### src/rtl/fp_display_scan_mux.sv
// Front-panel display source selector: registers NCH channel taps and drives the lamp
// word from one of them, either by manual one-hot select or by timed auto-scan rotation.
module fp_display_scan_mux #(
    parameter int WIDTH = 12,
    parameter int NCH   = 6,
    parameter int DWELL = 4000000,
    parameter int DW    = 23,
    localparam int CW   = $clog2(NCH)
) (
    input  logic                 clk,
    input  logic                 reset,
    input  logic [NCH*WIDTH-1:0] din,
    input  logic [NCH-1:0]       dsel,
    input  logic                 scan_en,
    input  logic                 freeze,
    input  logic [1:0]           run_state,
    output logic [WIDTH-1:0]     dout,
    output logic [CW-1:0]        chan,
    output logic                 valid,
    output logic                 run_led
);

    typedef enum logic {MANUAL, SCAN} state_t;

    state_t                      state_q, state_d;
    logic [NCH-1:0][WIDTH-1:0]   cap_q, cap_d;
    logic [WIDTH-1:0]            dout_q, dout_d;
    logic [CW-1:0]               chan_q, chan_d;
    logic                        valid_q, valid_d;
    logic                        run_led_q, run_led_d;
    logic [CW-1:0]               ptr_q, ptr_d;
    logic [DW-1:0]               cnt_q, cnt_d;

    logic [NCH-1:0]              mask;
    logic [CW-1:0]               sel_idx;
    logic [CW-1:0]               first_idx;
    logic [CW-1:0]               next_idx;

    function automatic logic [CW-1:0] hi_bit(input logic [NCH-1:0] v);
        hi_bit = '0;
        for (int i = 0; i < NCH; i++)
            if (v[i]) hi_bit = CW'(i);
    endfunction

    // First set bit of m at or after start, wrapping NCH-1 -> 0. Reverse scan so the
    // nearest candidate is the last one written.
    function automatic logic [CW-1:0] first_from(input logic [NCH-1:0] m, input int start);
        int idx;
        first_from = '0;
        for (int i = NCH - 1; i >= 0; i--) begin
            idx = start + i;
            if (idx >= NCH) idx = idx - NCH;
            if (m[idx]) first_from = CW'(idx);
        end
    endfunction

    always_comb begin
        mask      = (dsel == '0) ? '1 : dsel;
        sel_idx   = hi_bit(dsel);
        first_idx = first_from(mask, 0);
        next_idx  = first_from(mask, (int'(ptr_q) == NCH - 1) ? 0 : int'(ptr_q) + 1);
    end

    always_comb begin
        state_d   = state_q;
        cap_d     = freeze ? cap_q : din;
        dout_d    = '0;
        chan_d    = '0;
        valid_d   = 1'b0;
        run_led_d = (run_state != 2'b11);
        ptr_d     = ptr_q;
        cnt_d     = cnt_q;
        case (state_q)
            MANUAL: begin
                if (dsel != '0) begin
                    dout_d  = cap_q[sel_idx];
                    chan_d  = sel_idx;
                    valid_d = 1'b1;
                end
                if (scan_en) begin
                    state_d = SCAN;
                    ptr_d   = first_idx;
                    cnt_d   = '0;
                end
            end
            SCAN: begin
                dout_d  = cap_q[ptr_q];
                chan_d  = ptr_q;
                valid_d = 1'b1;
                if (!scan_en) begin
                    state_d = MANUAL;
                    cnt_d   = '0;
                end else if (!mask[ptr_q] || cnt_q == DW'(DWELL - 1)) begin
                    // A channel dropped from the mask mid-dwell is abandoned immediately.
                    ptr_d = next_idx;
                    cnt_d = '0;
                end else begin
                    cnt_d = cnt_q + DW'(1);
                end
            end
            default: state_d = MANUAL;
        endcase
    end

    always_ff @(posedge clk) begin
        if (reset) begin
            state_q   <= MANUAL;
            cap_q     <= '0;
            dout_q    <= '0;
            chan_q    <= '0;
            valid_q   <= 1'b0;
            run_led_q <= 1'b0;
            ptr_q     <= '0;
            cnt_q     <= '0;
        end else begin
            state_q   <= state_d;
            cap_q     <= cap_d;
            dout_q    <= dout_d;
            chan_q    <= chan_d;
            valid_q   <= valid_d;
            run_led_q <= run_led_d;
            ptr_q     <= ptr_d;
            cnt_q     <= cnt_d;
        end
    end

    assign dout    = dout_q;
    assign chan    = chan_q;
    assign valid   = valid_q;
    assign run_led = run_led_q;

endmodule
### config.mk
export PLATFORM = sky130hd
export DESIGN_NAME = fp_display_scan_mux
export DESIGN_NICKNAME = d
export VERILOG_FILES = /design/src/rtl/fp_display_scan_mux.sv
export SDC_FILE = /design/constraint.sdc
export NUM_CORES = 1
export LEC_CHECK = 0
export BUFFER_PORTS_ARGS = -buffer_cell sky130_fd_sc_hd__buf_2
export CAP_MARGIN = 20
export CORE_UTILIZATION = 62
export CTS_CLUSTER_DIAMETER = 50
export DETAILED_ROUTE_END_ITERATION = 6
export PLACE_DENSITY = 0.86
export RECOVER_POWER = 25
export SLEW_MARGIN = 0
export SYNTH_ARGS = -nofsm -noshare
export SYNTH_HDL_FRONTEND = slang
export SYNTH_SLANG_ARGS = --single-unit
### constraint.sdc
create_clock -name clk -period 9.9 [get_ports clk]
set_input_delay 0.495 -clock clk [delete_from_list [all_inputs] [get_ports clk]]
set_output_delay 0.495 -clock clk [all_outputs]
set_load 0.05 [all_outputs]
Word level (Yosys, flattened, before mapping)
Cells that the tools add are included.
- add/sub/neg operators: 13
- reduce and logical (&&, ||, !) cells: 5
- equality and inequality tests: 6
- magnitude comparators: 14
- mux-type cells: 64
- bitwise gates (word level): 1
- operator list (kind ; number):
    32-bit by 5-bit < comparator with 1-bit output, second input constant ; 6
    32-bit two-way mux ; 6
    12-bit binary-select mux with 3-bit select ; 2
    23-bit two-way mux ; 3
    3-bit two-way mux ; 20
    23-bit one-hot mux with 2 select lines ; 1
    12-bit two-way mux ; 3
    5-bit by 3-bit subtractor with 6-bit output, second input constant ; 5
    5-bit by 3-bit >= comparator with 1-bit output, second input constant ; 5
    12-bit one-hot mux with 2 select lines ; 1
    23-bit by 1-bit adder with 23-bit output, second input constant ; 1
    23-bit by 22-bit == test with 1-bit output, second input constant ; 1
    1-bit binary-select mux with 3-bit select ; 7
    1-bit two-way mux ; 16
    3-bit one-hot mux with 2 select lines ; 2
    4-bit by 2-bit adder with 5-bit output, second input constant ; 2
    4-bit by 3-bit adder with 5-bit output, second input constant ; 2
    3-bit by 4-bit < comparator with 1-bit output, second input constant ; 2
    6-bit zero test ; 1
    6-bit two-way mux ; 1
    2-bit inequality test, second input constant ; 3
    6-bit nonzero test ; 1
    4-bit by 1-bit adder with 5-bit output, second input constant ; 1
    4-bit by 3-bit subtractor with 5-bit output, second input constant ; 1
    10 further kinds ; 10
- flip-flop bits (word level): 116
- output and inout port bits: 17
- input port bits: 84

Depth between registers and ports, before layout
- depth after elaboration: 17
- gate-level depth with buffers: 16

Worst setup path before layout
No wires, ideal clock.
- path kind: reg-to-reg
- from: reg ptr_q[0]
- to: reg ptr_q[0]
- arrival: 3.355 ns
- buffers on the path: 5
- cell stages (with the launch flop): 16
- slack: 6.425 ns
- required time: 9.780 ns
- cells stage by stage: dfxtp_1 -> clkbuf_1 -> buf_2 -> buf_2 -> buf_2 -> buf_1 -> a21oi_1 -> ha_1 -> nand2b_1 -> a211oi_1 -> nor2_1 -> or3_1 -> nand2_1 -> o21bai_1 -> a211oi_1 -> o31a_1
- word-level cells in the longest chain between the ends: 17
- elaborated cells between the ends (all ways): 59
- ends and longest elaborated chain (item ; RTL line ; text):
    from (decl) ; 31 ; logic [CW-1:0] ptr_q, ptr_d;
    from (signal assigned) ; 122 ; ptr_q <= ptr_d;
    3-bit by 1-bit adder with 4-bit output / 3-bit == test (equally long branches) ; 61 ; next_idx = first_from(mask, (int'(ptr_q) == NCH - 1) ? 0 : int'(ptr_q) + 1);
    4-bit two-way mux ; 61 ;
    4-bit by 3-bit adder with 5-bit output ; 51 ; idx = start + i;
    5-bit by 3-bit subtractor with 6-bit output / 5-bit by 3-bit >= comparator with 1-bit output (equally long branches) ; 52 ; if (idx >= NCH) idx = idx - NCH;
    32-bit two-way mux ; 52 ;
    1-bit binary-select mux with 3-bit select ; 53 ; if (m[idx]) first_from = CW'(idx);
    1-bit two-way mux (not written as such) (2 in series) ; 53 ;
    3-bit two-way mux (6 in series) ; 53 ;
    3-bit two-way mux ; 93 ; end else if (!mask[ptr_q] || cnt_q == DW'(DWELL - 1)) begin
    3-bit two-way mux ; 90 ; if (!scan_en) begin
    3-bit one-hot mux with 2 select lines ; 73 ; case (state_q)
Parallel ways exist; a longest one is shown, timed or not. The select of a mux whose other input is x is not followed.
A chain may end at the register's enable or synchronous reset.

==> implementation parameters <==
Parameter                              Value

Outcome
  Run status ... finished with violations
  Failing checks ... capacitance limit, slew limit

CTS
  H-tree depth ... 4
  Library cell used as clock root buffer ... sky130_fd_sc_hd__clkbuf_8
  Clock slew seen by the registers of the worst setup and hold paths ... 0.05 ns
  Maximum buffer depth of the clock tree ... 2
  # clock sinks ... 116
  CTS tree ... done
  # hold bufs at CTS ... 0
  Post-CTS Setup Bufs ... 0
  Number of buffers created by CTS ... 17
  Clock latency at the later pin of the worst-skew pair ... 0.53 ns
  CTS resizes ... 0

Timing
  Final period util ... 0.4486
  Worst-case headroom to the max-slew limit ... -1.525
  Final TNS setup ... 0 ns
  Max-slew violation total from the final report ... 163
  Setup skew after layout ... 0.009280 ns
  Setup violation total in the final timing report ... 0
  Highest achievable clock rate ... 225.2 MHz
  RSZ-0062 raised after global routing ... no
  Final hold viol count ... 0
  Transition at the pin with the smallest max-transition slack ... 3.787 ns
  Final Critical Period ... 4.441 ns

Job
  Number of max-cap violations ... 3

Cells and area
  Number of nets in the layout ... 932
  Diode count ... 0
  Fraction of final layout cells with drive strength greater than 1 ... 0.1822
  Layout overhead on the synthesized area ... 14.55%
  Final design instance area without fill ... 7564 um^2
  Final Non-Filler Cells ... 992
  Fill cell total of the finished layout ... 737

Floorplanning
  Die footprint ... 11070 um^2
  Die Width ... 105.2 um
  Row Count ... 37
  # IOs ... 101
  Initial core utilization ... 0.6396
  Height of the die ... 105.2 um
  Placeable core region ... 10320 um^2

Detailed routing
  Count of antenna-violating nets left after detailed routing ... 0
  1st-iter DRT viols ... 538
  DR WL/cell ... 18.53 um
  WL final ... 18380 um
  DRC violation count after routing ... 0
  Pre-Repair DR Iteration Count ... 6
  Total via count after detailed routing ... 6348
  Post-DR vias/cell ... 6.399

Power and ir drop
  Cell internal pwr ... 940.5 uW
  Switching share of power ... 0.3033
  Total leakage power ... 0.003102 uW
  Relative contribution of the clock network to total power ... 0.409
  Sequential power share ... 0.380
  Maximum resistive drop on vdd ... 138.6 uV
  Power, Total ... 1350 uW
  PwrDens ... 178.5 nW/um^2
  Switching pwr ... 409.5 uW
  Part of the total power dissipated in combinational logic ... 0.210

Synth
  Post-synthesis net count ... 872
  Post-synth top flop ... sky130_fd_sc_hd__dfxtp_1
  Post-synth EDFFs ... 0
  Synthesized area ... 6603 um^2
  Proportion of register bits with asynchronous set or reset after synthesis ... 0
  Average cell area after synthesis ... 8.422 um^2
  Yosys Warn Count ... 0
  Post-synthesis sequential area ratio ... 0.3517
  Cells after Synth ... 784
  #FFs+latches synth ... 116
  Number of unique standard cell types used by synthesis ... 64

Worst hold path
  Type of the most critical hold path ... in -> reg

Placed design
  Inst Count DP ... 960
  Total half-perimeter wirelength after legalization and detailed placement ... 12420 um
  Area of placed instances ... 7046 um^2
  RD Place Congestion ... 1.003
  Number of port buffers ... 100

Critical path
  Crit-path max FO ... 47
  Kind of end point of the critical path ... flip-flop
  Worst setup path category ... in -> reg
  CP Data Required Time ... 10.14 ns
  CP startpoint kind ... primary input
  Arrival time at the worst endpoint ... 4.68 ns

GRT
  Number of antenna violations at the first check in global routing ... 1
  Congestion Overflow GR ... 0
  Maximum number of pins on one net before global-route repair ... 88
  First-pass GRT wire length ... 29460 um
  Aggregate global-route resource usage ... 0.3410
  Via count of the first global-routing pass ... 6142
[registers in the layout (all words and copies together) (netlist names)]
signal and count:
valid 1, chan 3, cnt_q 23, ptr_q 3, cap_q 72, dout 12, run_led 1, state_q 1
[layout by cell type, fill, tap and decap left out, types with 9 or more instances in the layout]
cell,Yosys,layout
sky130_fd_sc_hd__a22oi_1,12,12
sky130_fd_sc_hd__nor2_1,145,144
sky130_fd_sc_hd__inv_1,10,10
sky130_fd_sc_hd__mux2i_1,113,113
sky130_fd_sc_hd__buf_2,6,98
sky130_fd_sc_hd__clkbuf_16,0,16
sky130_fd_sc_hd__o221ai_1,13,13
sky130_fd_sc_hd__nand2b_1,9,9
sky130_fd_sc_hd__nand2_1,57,57
sky130_fd_sc_hd__nand3_1,9,9
sky130_fd_sc_hd__dfxtp_1,116,115
sky130_fd_sc_hd__mux4_2,13,13
sky130_fd_sc_hd__a21oi_1,50,50
sky130_fd_sc_hd__a311oi_1,15,15
sky130_fd_sc_hd__o21ai_0,39,39
[power by group through the flow]
| stage | registers, uW | clock network, uW | logic (uW) |
|---|---|---|---|
| after floorplan | 527 | 0 | 196 |
| after global placement | 520 | 0 | 268 |
| after detailed placement | 522 | 0 | 273 |
| after CTS | 513 | 553 | 275 |
| after global routing | 516 | 574 | 305 |
| final | 513 | 552 | 284 |
[Yosys cell counts, types with 6 or more instances]
| cell type | n | area, um^2 |
|---|---|---|
| sky130_fd_sc_hd__nor4_1 | 7 | 43.79 |
| sky130_fd_sc_hd__nor2_1 | 145 | 544.3 |
| sky130_fd_sc_hd__inv_1 | 10 | 37.54 |
| sky130_fd_sc_hd__mux2i_1 | 113 | 1131 |
| sky130_fd_sc_hd__dfxtp_1 | 116 | 2322 |
| sky130_fd_sc_hd__mux4_2 | 13 | 292.8 |
| sky130_fd_sc_hd__o221ai_1 | 13 | 113.9 |
| sky130_fd_sc_hd__clkbuf_1 | 40 | 150.1 |
| sky130_fd_sc_hd__o21ai_0 | 39 | 195.2 |
| sky130_fd_sc_hd__buf_2 | 6 | 30.03 |
| sky130_fd_sc_hd__nor2b_1 | 8 | 50.05 |
| sky130_fd_sc_hd__a311oi_1 | 15 | 131.4 |
| sky130_fd_sc_hd__nand2b_1 | 9 | 56.30 |
| sky130_fd_sc_hd__buf_1 | 15 | 56.30 |
| sky130_fd_sc_hd__nor3_1 | 6 | 30.03 |
| sky130_fd_sc_hd__nand3_1 | 9 | 45.04 |
| sky130_fd_sc_hd__o211ai_1 | 6 | 45.04 |
| sky130_fd_sc_hd__a22oi_1 | 12 | 90.09 |
| sky130_fd_sc_hd__nand2_1 | 57 | 214.0 |
| sky130_fd_sc_hd__a21oi_1 | 50 | 250.2 |
[metal layers]
| metal | share of wire | track usage | vias up |
|---|---|---|---|
| li1 | - | - | 2963 |
| met1 | 0.38 | 0.3853 | 2996 |
| met2 | 0.51 | 0.5949 | 328 |
| met3 | 0.070 | 0.06987 | 61 |
| met4 | 0.038 | 0.1932 | 0 |
| met5 | 0 | 0 | - |
[final cells by class]
| class | count | area [um^2] | share of cell area |
|---|---|---|---|
| inverters | 10 | 37.54 | 0.004963 |
| clock inverters | 9 | 82.58 | 0.01092 |
| multi-input cells | 592 | 3964 | 0.5241 |
| well taps | 136 | 170.2 | 0.02250 |
| flip-flops and latches | 116 | 2323 | 0.3072 |
| clock buffers | 22 | 442.9 | 0.05856 |
| repair buffers | 107 | 543.0 | 0.07179 |
[metrics by stage]
| stage | utilization | setup slack, ns | hold WS [ns] |
|---|---|---|---|
| floorplan | - | 6.425 | 0.4497 |
| global placement | 0.6825 | 6.232 | 0.4709 |
| detailed placement | 0.6825 | 6.082 | 0.4910 |
| CTS | 0.7334 | 6.221 | 0.1353 |
| global route | 0.7326 | 5.234 | 0.1438 |
| finish | 0.7326 | 5.459 | 0.1467 |
[cell families (layout without fill, tap and decap cells)]
logic type,Yosys count,count (layout),synth area share
AO/OA/AOI/OAI,182,182,0.1834
XOR/XNOR,2,2,0.002654
adder cells (fa/ha/maj),4,4,0.007580
buffers and inverters,76,148,0.04832
flip-flops,116,116,0.3517
multiplexers,128,128,0.2191
AND/OR/NAND/NOR,276,276,0.1872
[path summary, 6_finish.rpt]
path | cells after the start | slack, ns | end | from
min | 2 | 0.15 | run_led | run_state[1]
max | 4 | 5.46 | cap_q[30] | freeze
max reg2reg | 11 | 6.10 | ptr_q[2] | ptr_q[1]
min reg2reg | 1 | 0.50 | cnt_q[3] | cnt_q[3]
[critical path, cell delays in order]
cell                       delay, ns
sky130_fd_sc_hd__clkbuf_1       1.25
sky130_fd_sc_hd__clkbuf_1       2.41
sky130_fd_sc_hd__mux2i_1        0.39
sky130_fd_sc_hd__nor2_1         0.10
Note: power is estimated with default switching activity, not from simulation.
